$ cat src/rtl/grf.sv
// General register file: 32 x 32-bit, $0 hardwired to zero, two combinational read ports,
// one write port. Optional same-cycle write-to-read forwarding when GRF_BYPASS_EN is defined.
module grf #(
  parameter int NREG = 32,
  parameter int DW   = 32,
  parameter int CNTW = 32
) (
  input  logic            clk,
  input  logic            reset,
  input  logic            RegWrite,
  input  logic [4:0]      A3,
  input  logic [DW-1:0]   WD,
  input  logic [31:0]     WPC,
  input  logic [4:0]      A1,
  input  logic [4:0]      A2,
  output logic [DW-1:0]   RD1,
  output logic [DW-1:0]   RD2,
  output logic [CNTW-1:0] wr_cnt
);

  logic [DW-1:0]   regs_q [NREG];
  logic [CNTW-1:0] cnt_q, cnt_d;
  logic            wrEn;
  logic [DW-1:0]   rd1Arr, rd2Arr;

  // A write to $0 is not a commit: no state change, no count, no trace.
  assign wrEn = RegWrite && (A3 != 5'd0);

  always_comb begin
    cnt_d = cnt_q;
    if (wrEn) begin
      cnt_d = cnt_q + CNTW'(1);
    end
  end

  always_ff @(posedge clk) begin
    if (reset) begin
      for (int i = 0; i < NREG; i++) begin
        regs_q[i] <= '0;
      end
      cnt_q <= '0;
    end else begin
      if (wrEn) begin
        regs_q[A3] <= WD;
      end
      cnt_q <= cnt_d;
    end
  end

  always_comb begin
    rd1Arr = (A1 == 5'd0) ? '0 : regs_q[A1];
    rd2Arr = (A2 == 5'd0) ? '0 : regs_q[A2];
`ifdef GRF_BYPASS_EN
    // Forward the in-flight write so D sees W's result without a hazard-unit path.
    RD1 = (wrEn && (A1 == A3)) ? WD : rd1Arr;
    RD2 = (wrEn && (A2 == A3)) ? WD : rd2Arr;
`else
    RD1 = rd1Arr;
    RD2 = rd2Arr;
`endif
  end

  assign wr_cnt = cnt_q;

`ifndef SYNTHESIS
  always_ff @(posedge clk) begin
    if (!reset && wrEn) begin
      $display("@%h: $%d <= %h", WPC, A3, WD);
    end
  end
`endif

endmodule

$ cat config.mk
export PLATFORM = sky130hd
export DESIGN_NAME = grf
export DESIGN_NICKNAME = d
export VERILOG_FILES = /design/src/rtl/grf.sv
export SDC_FILE = /design/constraint.sdc
export NUM_CORES = 2
export LEC_CHECK = 0
export ABC_AREA = 0
export CORE_UTILIZATION = 45
export CTS_BUF_LIST = sky130_fd_sc_hd__clkbuf_8
export CTS_CLUSTER_DIAMETER = 80
export CTS_CLUSTER_SIZE = 24
export DETAILED_ROUTE_END_ITERATION = 8
export DONT_BUFFER_PORTS = 1
export PLACE_DENSITY = 0.61
export SLEW_MARGIN = 25
export SYNTH_ARGS = -nofsm -noshare
export SYNTH_HDL_FRONTEND = slang
export SYNTH_SLANG_ARGS = --single-unit
$ cat constraint.sdc
create_clock -name clk -period 2.9 [get_ports clk]
set_clock_uncertainty 0.1 [all_clocks]
set_input_delay 0.145 -clock clk [delete_from_list [all_inputs] [get_ports clk]]
set_output_delay 0.145 -clock clk [all_outputs]
set_load 0.02 [all_outputs]
==> impl_metrics.ini <==
[run_status]
outcome = finished, violations left
violations = setup timing

[clock_network]
clk_latency_ns = 0.81
cts_root_buf = clkbuf_8
cts_buffers = 58
cts_max_level = 2
clockBufferDepth = 3
cts_tree = done
clkTransAtPathRegs_ns = 0.15
clock-sinks = 1056

[worst_setup_path]
cp_cell_sequence = mux4_2, mux2i_2, nor2_1, a221oi_2, a221oi_2, buf_4, buf_6
r2r-end = wr_cnt[9]$_SDFFE_PP0P_
cp_max_fo = 2
reg2regPathDepth = 7
cp_common_cell = a221oi_2
startpoint_type = register
crit_type = register to primary output
cpPeakStageDelay_ns = 0.49
cp.required_ns = 2.65
critPathArrivalTime_ns = 2.77
r2r-start = wr_cnt[2]$_SDFFE_PP0P_
reg2reg_slack_ns = 0.16
slowest_stage = mux4_2
end_kind = primary output

[timing]
slew_viol_final = 0
rsz0062_at_grt = true
post-route-min-period_ns = 3.02
slew_headroom_pct = 30.1
fin_ws_ns = -0.116
setup_viol = 6
worstMarginPinSlew_ns = 1.04
period_share_pct = 104
max_freq_ghz = 0.332
fin_tns_setup_ns = -0.174
hold_viol_final = 0

[die]
die_w_um = 355
io_pins = 178
die_area_um2 = 126000
num_rows = 129
initial_core_util_pct = 45.4
core-area_um2 = 124000
die_h_um = 355

[yosys]
synthTopCellsByArea = edfxtp_1 55%, mux4_2 21%, and2_1 11%
yosysTopAreaCellShare_pct = 54.8
synth_cells = 3685
synth-seq-cells = 1056
ys.flop_type = edfxtp_1
ys_seq_area_share_pct = 56.0
ys_types = 50
synth_area_um2 = 56100
synth_edf_count = 1024
avgSynthCellArea_um2 = 15.2
yosys.area.top_type = edfxtp_1
yosys_warnings = 0
async_reset_ff_share_pct = 0

[cells_and_area]
layout_commonest_cell = edfxtp_1
seqCellArea_um2 = 31400
multi_input_area_um2 = 24300
layout_common_cells = 1024 x edfxtp_1, 994 x and2_1, 512 x mux4_2
nets = 3744
syn_to_final_growth_pct = 9.95
design_area_um2 = 61600
drive_above_1_share_pct = 30.4
fillerInstances = 10400

[placement]
port-buffer-count = 0
placed_cell_area_um2 = 58500
place_congestion = 0.814
dp_hpwl_um = 98400

[routing]
drtIter0Drc = 4015
drc = 0
dr.pass1.iters = 5
via_per_inst = 6.30
vias = 33600
antenna_left = 0
routed_wl_um = 176000
post_drt_wl_per_cell_um = 32.9

[hold_path]
min_from = A3[4]
hp-class = input port to register
hold_end = regs_q[16][9]$_SDFFCE_PN0P_
hold_depth = 4

[pwr]
peakVddDrop_mv = 0.429
power_density_nw_per_um2 = 486
leakagePower_nw = 20.6

[global_routing]
antenna_found_initial = 5
overflow = 0
grt_pass1_vias = 33600
grt_pass1_wl_um = 249000
grt_max_degree = 258
gr-usage-all-layers_pct = 27.8

[job]
max_cap_violations = 0
worst max-delay path: cells and delay by family (launching register included):
family                 cells  cell delay, ns
multiplexers               2            0.70
buffers and inverters      2            0.34
AO/OA/AOI/OAI              2            0.42
AND/OR/NAND/NOR            1            0.07
flip-flops                 1            0.41
registers in the layout, summed over array words and instances (netlist names):
signal,cells
regs_q,1024
wr_cnt,32
worst max-delay path by stage:
stage                                      start  endpoint  slack (ns)  depth (start not counted)
detailed placement                         A2[1]   RD2[15]        0.51                          7
global placement    regs_q[15][28]$_SDFFCE_PN0P_   RD1[28]        0.51                          5
finish               regs_q[23][5]$_SDFFCE_PN0P_    RD2[5]       -0.12                          7
global route         regs_q[23][5]$_SDFFCE_PN0P_    RD2[5]       -0.19                          7
floorplan                                  A2[0]   RD2[11]        0.36                          7
CTS                  regs_q[23][5]$_SDFFCE_PN0P_    RD2[5]       -0.16                          7
what timing repair did:
action | CTS | global route
endpoints found under the setup margin | 59 | 37
gates resized for setup | 178 | 38
hold buffers | 68 | 19
pin swaps | 27 | 16
setup buffers | 1 | 0
gates cloned | 0 | 0
hold endpoints to repair | 1802 | 589
stage by stage:
| step | power, mW | std cells | worst slack (ns) | utilization [%] | hold slack (ns) |
|---|---|---|---|---|---|
| 2_1_floorplan | 21.0 | 3716 | 0.365 | - | 0.243 |
| 3_3_place_gp | 21.8 | 5153 | 0.509 | 47.3 | 0.125 |
| 3_5_place_dp | 21.9 | 5153 | 0.509 | 47.3 | 0.131 |
| 4_1_cts | 30.0 | 5313 | -0.165 | 49.6 | 0.0129 |
| 5_1_grt | 30.8 | 5335 | -0.192 | 49.9 | 0.0761 |
| 6_report | 30.0 | 5337 | -0.116 | 49.9 | 0.0919 |
synthesized netlist by cell type, types with 2 or more instances:
cell	instances
a22oi_1	48
nor2b_1	24
buf_1	14
nor2_1	65
or3_1	11
nand4_1	3
nor3_1	17
or2_2	33
a21oi_1	76
dfxtp_1	32
nor2_2	3
nand2_1	58
buf_4	23
o21ai_1	4
and3_1	2
xnor2_1	19
buf_2	73
nand3b_1	5
clkbuf_2	3
nor4_2	2
o21ai_0	46
a221oi_1	23
mux2_2	88
and4_4	2
mux2i_1	88
mux4_2	512
and2_1	994
nand2b_1	3
nand3_1	11
and4_1	3
clkbuf_1	264
edfxtp_1	1024
xor2_1	2
a2111oi_0	17
inv_1	7
nor4_1	7
a31oi_1	31
a211oi_1	17
buf_6	14
a21o_1	7
kinds of logic after synthesis:
group / share of synthesized area, %
adder cells (fa/ha/maj): 0.0223
flip-flops: 56.0
XOR/XNOR: 0.328
buffers and inverters: 3.18
AO/OA/AOI/OAI: 3.14
multiplexers: 23.9
other: 0.00669
AND/OR/NAND/NOR: 13.4
routing by layer:
layer / vias to the layer above / track usage (%) / part of all wire (%)
li1: 14000 / - / -
met1: 17900 / 39.2 / 41
met2: 1542 / 43.9 / 48
met3: 226 / 4.94 / 8.6
met4: 2 / 8.79 / 3.3
met5: - / 0 / 0.0074
area by class of cell:
type | count | share of cell area, %
Sequential cell | 1056 | 50.9
Clock buffer | 61 | 1.36
Multi-Input combinational cell | 2262 | 39.3
Tap cell | 1637 | 3.32
Antenna cell | 5 | 0.0203
Timing Repair Buffer | 276 | 4.32
Inverter | 7 | 0.0426
Clock inverter | 33 | 0.664
where the power goes:
group	leakage [nW]	switching [mW]	internal [mW]
clock	0.622	5.18	2.54
sequential	10.0	0.383	17.5
combinational	9.92	2.24	2.13
total	20.6	7.81	22.2
(Power assumes the default switching activity.)
